## src/rtl/zebra_frame_generator.sv

```systemverilog
// Synthetic grayscale frame source: horizontal white bands on a black
// background, streamed over a valid/ready interface, with a per-frame
// count of the white pixels that were actually transferred.
//
// Handshake: a beat transfers on a rising clk edge where y_valid && y_ready.
// Once y_valid rises, y_data/sof/eol/eof stay frozen until that beat
// transfers, and y_valid only drops after a transfer (or on rst).
module zebra_frame_generator #(
    parameter int             IMG_WIDTH   = 640,
    parameter int             IMG_HEIGHT  = 480,
    parameter int             W           = 8,
    parameter logic [W-1:0]   WHITE_LEVEL = 8'd255,
    parameter logic [W-1:0]   BLACK_LEVEL = 8'd16
) (
    input  logic                                    clk,
    input  logic                                    rst,
    input  logic                                    start,
    input  logic                                    continuous,
    input  logic [$clog2(IMG_HEIGHT)-1:0]           band_start_row,
    input  logic [$clog2(IMG_HEIGHT)-1:0]           stripe_rows,
    input  logic [7:0]                              num_stripes,
    output logic                                    y_valid,
    input  logic                                    y_ready,
    output logic [W-1:0]                            y_data,
    output logic                                    sof,
    output logic                                    eol,
    output logic                                    eof,
    output logic                                    busy,
    output logic                                    frame_done,
    output logic [$clog2(IMG_WIDTH*IMG_HEIGHT)-1:0] white_count
);

    localparam int RW = $clog2(IMG_HEIGHT);
    localparam int XW = (IMG_WIDTH > 1) ? $clog2(IMG_WIDTH) : 1;
    localparam int CW = $clog2(IMG_WIDTH*IMG_HEIGHT);

    localparam logic [XW-1:0] X_LAST = XW'(IMG_WIDTH - 1);
    localparam logic [RW-1:0] Y_LAST = RW'(IMG_HEIGHT - 1);
    localparam logic          ONE_COL = (IMG_WIDTH == 1);
    localparam logic          ONE_PIX = (IMG_WIDTH == 1) && (IMG_HEIGHT == 1);

    typedef enum logic {S_IDLE, S_STREAM} state_t;

    state_t         state_q;
    logic [XW-1:0]  x_q;
    logic [RW-1:0]  y_q;

    // Latched frame configuration
    logic [RW-1:0]  bsr_q;
    logic [RW-1:0]  sr_q;
    logic [7:0]     ns_q;

    // Band tracking for the row currently being presented
    logic           in_band_q;   // row index has reached band_start_row
    logic [RW-1:0]  row_cnt_q;   // row offset within the current stripe/gap
    logic           phase_q;     // 0: white stripe, 1: black gap
    logic [7:0]     stripes_q;   // white stripes fully emitted so far
    logic           cur_white_q; // presented beat is a white pixel

    logic [CW-1:0]  acc_q;

    logic           y_valid_q, sof_q, eol_q, eof_q, busy_q, frame_done_q;
    logic [W-1:0]   y_data_q;
    logic [CW-1:0]  white_count_q;

    logic           fire, load, ld_white;
    logic [CW-1:0]  acc_plus;
    logic [XW-1:0]  x_d;
    logic [RW-1:0]  y_d;
    logic           eol_d, eof_d;
    logic           in_band_d, phase_d, white_d;
    logic [RW-1:0]  row_cnt_d;
    logic [7:0]     stripes_d;

    // Next-beat position and next-row band state; no division needed because
    // the stripe/gap structure is walked one row at a time.
    always_comb begin
        fire     = y_valid_q && y_ready;
        load     = ((state_q == S_IDLE) && start) ||
                   ((state_q == S_STREAM) && fire && eof_q && continuous);
        acc_plus = acc_q + CW'(cur_white_q);
        ld_white = (band_start_row == '0) && (stripe_rows != '0) && (num_stripes != 8'd0);

        x_d   = eol_q ? '0 : x_q + XW'(1);
        y_d   = eol_q ? y_q + RW'(1) : y_q;
        eol_d = (x_d == X_LAST);
        eof_d = eol_d && (y_d == Y_LAST);

        in_band_d = in_band_q;
        row_cnt_d = row_cnt_q;
        phase_d   = phase_q;
        stripes_d = stripes_q;
        if (!in_band_q) begin
            if (y_d == bsr_q) begin
                in_band_d = 1'b1;
                row_cnt_d = '0;
                phase_d   = 1'b0;
                stripes_d = 8'd0;
            end
        end else if (row_cnt_q == sr_q - RW'(1)) begin
            row_cnt_d = '0;
            phase_d   = ~phase_q;
            if (!phase_q && (stripes_q != 8'hFF)) begin
                stripes_d = stripes_q + 8'd1;
            end
        end else begin
            row_cnt_d = row_cnt_q + RW'(1);
        end
        white_d = in_band_d && !phase_d && (stripes_d < ns_q) && (sr_q != '0);
    end

    // Frame FSM, beat counters, band walker and all registered outputs
    always_ff @(posedge clk) begin
        if (rst) begin
            state_q       <= S_IDLE;
            x_q           <= '0;
            y_q           <= '0;
            bsr_q         <= '0;
            sr_q          <= '0;
            ns_q          <= 8'd0;
            in_band_q     <= 1'b0;
            row_cnt_q     <= '0;
            phase_q       <= 1'b0;
            stripes_q     <= 8'd0;
            cur_white_q   <= 1'b0;
            acc_q         <= '0;
            y_valid_q     <= 1'b0;
            y_data_q      <= '0;
            sof_q         <= 1'b0;
            eol_q         <= 1'b0;
            eof_q         <= 1'b0;
            busy_q        <= 1'b0;
            frame_done_q  <= 1'b0;
            white_count_q <= '0;
        end else begin
            frame_done_q <= 1'b0;

            if (fire && eof_q) begin
                white_count_q <= acc_plus;
                frame_done_q  <= 1'b1;
            end

            if (load) begin
                state_q     <= S_STREAM;
                bsr_q       <= band_start_row;
                sr_q        <= stripe_rows;
                ns_q        <= num_stripes;
                x_q         <= '0;
                y_q         <= '0;
                in_band_q   <= (band_start_row == '0);
                row_cnt_q   <= '0;
                phase_q     <= 1'b0;
                stripes_q   <= 8'd0;
                cur_white_q <= ld_white;
                y_data_q    <= ld_white ? WHITE_LEVEL : BLACK_LEVEL;
                acc_q       <= '0;
                y_valid_q   <= 1'b1;
                busy_q      <= 1'b1;
                sof_q       <= 1'b1;
                eol_q       <= ONE_COL;
                eof_q       <= ONE_PIX;
            end else if (fire) begin
                if (eof_q) begin
                    state_q   <= S_IDLE;
                    y_valid_q <= 1'b0;
                    busy_q    <= 1'b0;
                    sof_q     <= 1'b0;
                    eol_q     <= 1'b0;
                    eof_q     <= 1'b0;
                end else begin
                    acc_q <= acc_plus;
                    sof_q <= 1'b0;
                    x_q   <= x_d;
                    y_q   <= y_d;
                    eol_q <= eol_d;
                    eof_q <= eof_d;
                    if (eol_q) begin
                        in_band_q   <= in_band_d;
                        row_cnt_q   <= row_cnt_d;
                        phase_q     <= phase_d;
                        stripes_q   <= stripes_d;
                        cur_white_q <= white_d;
                        y_data_q    <= white_d ? WHITE_LEVEL : BLACK_LEVEL;
                    end
                end
            end
        end
    end

    assign y_valid     = y_valid_q;
    assign y_data      = y_data_q;
    assign sof         = sof_q;
    assign eol         = eol_q;
    assign eof         = eof_q;
    assign busy        = busy_q;
    assign frame_done  = frame_done_q;
    assign white_count = white_count_q;

endmodule

```

## config.mk

```make
export PLATFORM = sky130hd
export DESIGN_NAME = zebra_frame_generator
export DESIGN_NICKNAME = d
export VERILOG_FILES = /design/src/rtl/zebra_frame_generator.sv
export SDC_FILE = /design/constraint.sdc
export NUM_CORES = 1
export LEC_CHECK = 0
export CELL_PAD_IN_SITES_DETAIL_PLACEMENT = 2
export CELL_PAD_IN_SITES_GLOBAL_PLACEMENT = 2
export CORE_AREA = 2 2 140 142
export CTS_CLUSTER_DIAMETER = 150
export DETAILED_ROUTE_END_ITERATION = 16
export DIE_AREA = 0 0 142 144
export PLACE_DENSITY = 0.85
export SLEW_MARGIN = 20
export SYNTH_ARGS = -nofsm -noshare
export SYNTH_HDL_FRONTEND = slang
export SYNTH_SLANG_ARGS = --single-unit
export TNS_END_PERCENT = 20
```

## constraint.sdc

```tcl
create_clock -name clk -period 8.1 [get_ports clk]
set_input_delay 1.62 -clock clk [delete_from_list [all_inputs] [get_ports clk]]
set_output_delay 1.62 -clock clk [all_outputs]
set_load 0.01 [all_outputs]
```

==> metrics <==
Post-Place Setup Slack=3630 ps; Synth area leaders=dfxtp_1 (37%), nand2_1 (6.3%), a21oi_1 (5.6%), xnor2_1 (5.4%), nor2_1 (5.4%); gpl congestion=0.759; endpoints failing setup=0; drt pass-1 iters=4; die height=144 microns; Synth Warn #=0; global-route wire length before repair=30.7 mm; ys async rst share=0; Max Root-Sink Buffers=2; Syn Inst Count=763; Slew HR=0.551; Filler cells=~2200; critical path type=primary input to flip-flop; row count=51; Max stage delay cell, worst path=or2_2; register bit total from synthesis=109; core area=19100 sq um; sequential fraction of design power=0.487; Area after DPL=6690 sq um; vias per cell=5.34; vias in the first global route=a little under 6000; Yosys top cell by area=dfxtp_1; CP delay by family, top=simple AND/OR/NAND/NOR gates; Setup Buffers After CTS=0; Slowest Stage Delay on Critical Path=560 ps; reg-to-reg startpoint=y_q[1]$_SDFFE_PP0P_; most common cell in the netlist=dfxtp_1; worst hold path class=flip-flop to flip-flop; CP Launch Point=y_ready; Critical Path AT=~4400 ps; max-slew violation count=0; Vias=roughly 5500; final hold vios=0; EDFF count, synth=0; outcome=finished, final reports clean; termination of the worst setup path=row_cnt_q[8]$_SDFFE_PP0P_; initial DRC count=246; setup slack after layout=3980 ps; Reg clk slew, reported paths=70 ps; clock buffer count from CTS=9; initial antenna violation count=0; Synth top area share=0.366; largest net degree at the start of global routing=54; Register-to-Register Path Depth=16; CP Launch Type=primary input; P_leak=roughly 2.3 nW; DRC viols=0; Worst Tran Pin Value=656 ps; Crit. End Element=flip-flop; io pins=between 60 and 70; die area=20400 sq um; overall die width=142 microns; Routed WL per cell=18.0 microns; Avg Cell Area, Syn=7.81 sq um; synthesized area=~6000 sq um; clk_lat worst skew=about 360 ps; VDD IR max=0.0000789 V; fin crit period=4120 ps; sequential area share after synthesis=0.366; Starting Density=0.312; WP buf/inv=2; Final Instance Area=6980 sq um; Fin Setup TNS=0 ps; reg2reg end=y_data[6]$_SDFFE_PP0P_; Fin Clk Skew=6.81 ps; fmax=243 MHz; H-tree depth=3; RSZ-0062 raised after global routing=no; CTS Hold Bufs=0; Clock Tree Root=clkbuf_16; Critical Path Fanout Max=34; Cell variety after synth=between 60 and 70; ant diodes=0; switching share of power=0.267; Routed Antenna Nets=0; Post-DP HPWL=12.8 mm; Psw=0.000305 W; Pwr per Cell Area=164 nW/um^2; Clock Sinks=around 110; DRT Wirelength=18.6 mm; post_cts resized=0; cell chain of the critical path=clkdlybuf4s50_1 -> nand2_1 -> or2_2 -> nor2_2 -> a22oi_1 -> buf_4 -> nor4_1 -> xnor2_1 -> nor2_1; remaining global-route overflow=0; CP required=8330 ps; Primary FF master, synth=dfxtp_1; gr usage total=0.187; reg-to-reg slack, setup=4140 ps; commonest cells in the netlist=dfxtp_1 (109), nand2_1 (100), nor2_1 (86), a21oi_1 (67), nand3_1 (42); critical path depth=9; P_int=between 0.0008 and 0.0009 W; share of cells above drive strength 1=0.0528; CTS tree=done; fin nets=between 800 and 900; Max-Cap Viols=0; Layout area overhead=17.2%; final worst-path cycle share=0.508; Clk pwr share=0.405; combinational power share=0.107; Syn Nets=808; input/output buffers=63; final hold slack=around 460 ps; Core Util, Final=0.366
[worst min path at each step]
stage | from | endpoint | cells past startpoint
2_1_floorplan | ns_q[0]$_SDFFE_PP0N_ | ns_q[0]$_SDFFE_PP0N_ | 2
3_3_place_gp | ns_q[0]$_SDFFE_PP0N_ | ns_q[0]$_SDFFE_PP0N_ | 2
3_5_place_dp | ns_q[0]$_SDFFE_PP0N_ | ns_q[0]$_SDFFE_PP0N_ | 2
4_1_cts | ns_q[4]$_SDFFE_PP0N_ | ns_q[4]$_SDFFE_PP0N_ | 2
5_1_grt | ns_q[7]$_SDFFE_PP0N_ | ns_q[7]$_SDFFE_PP0N_ | 2
6_report | ns_q[4]$_SDFFE_PP0N_ | ns_q[4]$_SDFFE_PP0N_ | 2
[per-layer routing]
layer  up-vias  part of all wire  track usage
met3        22             0.016       0.0262
met1      2746              0.46        0.229
met5         -                 0            0
li1       2701                 -            -
met2        47              0.51        0.339
met4         0             0.018       0.0584
[final cells by class]
type	count	area, sq um	share of cell area
Tap cell	238	298	0.0427
Multi-Input combinational cell	579	3450	0.494
Clock buffer	11	233	0.0333
Inverter	21	78.8	0.0113
Timing Repair Buffer	70	678	0.0971
Sequential cell	109	2180	0.313
Clock inverter	5	60.1	0.00860
[cell usage in the layout, fill, tap and decap left out, drive strengths merged, types with 14 or more instances in the layout]
master and n:
inv 22, and3 16, ha 14, a211oi 18, o21ai 29, xor2 34
nor3 20, nand2 100, nor2 87, nand3 42, a21oi 67, clkdlybuf4s50 62
dfxtp 109, nor4 14, xnor2 37
[through the flow]
step | total power (W) | cells
CTS | 0.00115 | 1033
floorplan | 0.000643 | 763
finish | 0.00114 | 1033
global route | 0.00119 | 1033
detailed placement | 0.000691 | 1017
global placement | 0.000687 | 1017
[registers in the layout, indices dropped and copies added (netlist names)]
name	flops
acc_q	19
x_q	10
phase_q	1
y_q	9
y_data	2
sr_q	9
bsr_q	9
frame_done	1
ns_q	8
eol	1
sof	1
white_count	19
row_cnt_q	9
busy	1
stripes_q	8
in_band_q	1
eof	1
[power groups by stage]
| stage | combinational, W | sequential (W) | clock, W |
|---|---|---|---|
| floorplan | 0.0000777 | 0.000565 | 0 |
| global placement | 0.000117 | 0.000570 | 0 |
| detailed placement | 0.000121 | 0.000570 | 0 |
| CTS | 0.000125 | 0.000557 | 0.000470 |
| global route | 0.000137 | 0.000559 | 0.000492 |
| finish | 0.000123 | 0.000557 | 0.000463 |
[worst reg2reg max path, cell delays in order, from the launching register on]
cell       delay (ps)
dfxtp_1           510
ha_1              300
nand4_2           280
or3_1             460
and3_4            210
nor4_1            260
and2_1            380
a31oi_1           120
nand2_1           100
o31ai_1           110
ha_1              320
a21oi_1           170
nor2b_1            60
o21ai_0           130
o311ai_0          140
a21oi_1           170
a2bb2oi_1         160
[logic make-up after synthesis]
kind of cell    count (synthesis)  share of synthesized area
fa+ha+maj                      14                     0.0294
xor+xnor                       71                      0.104
compound gates                155                      0.160
simple gates                  336                      0.279
flops                         109                      0.366
buf+inv                        75                     0.0558
mux                             3                    0.00504
Power figures use the tool's default switching activity.
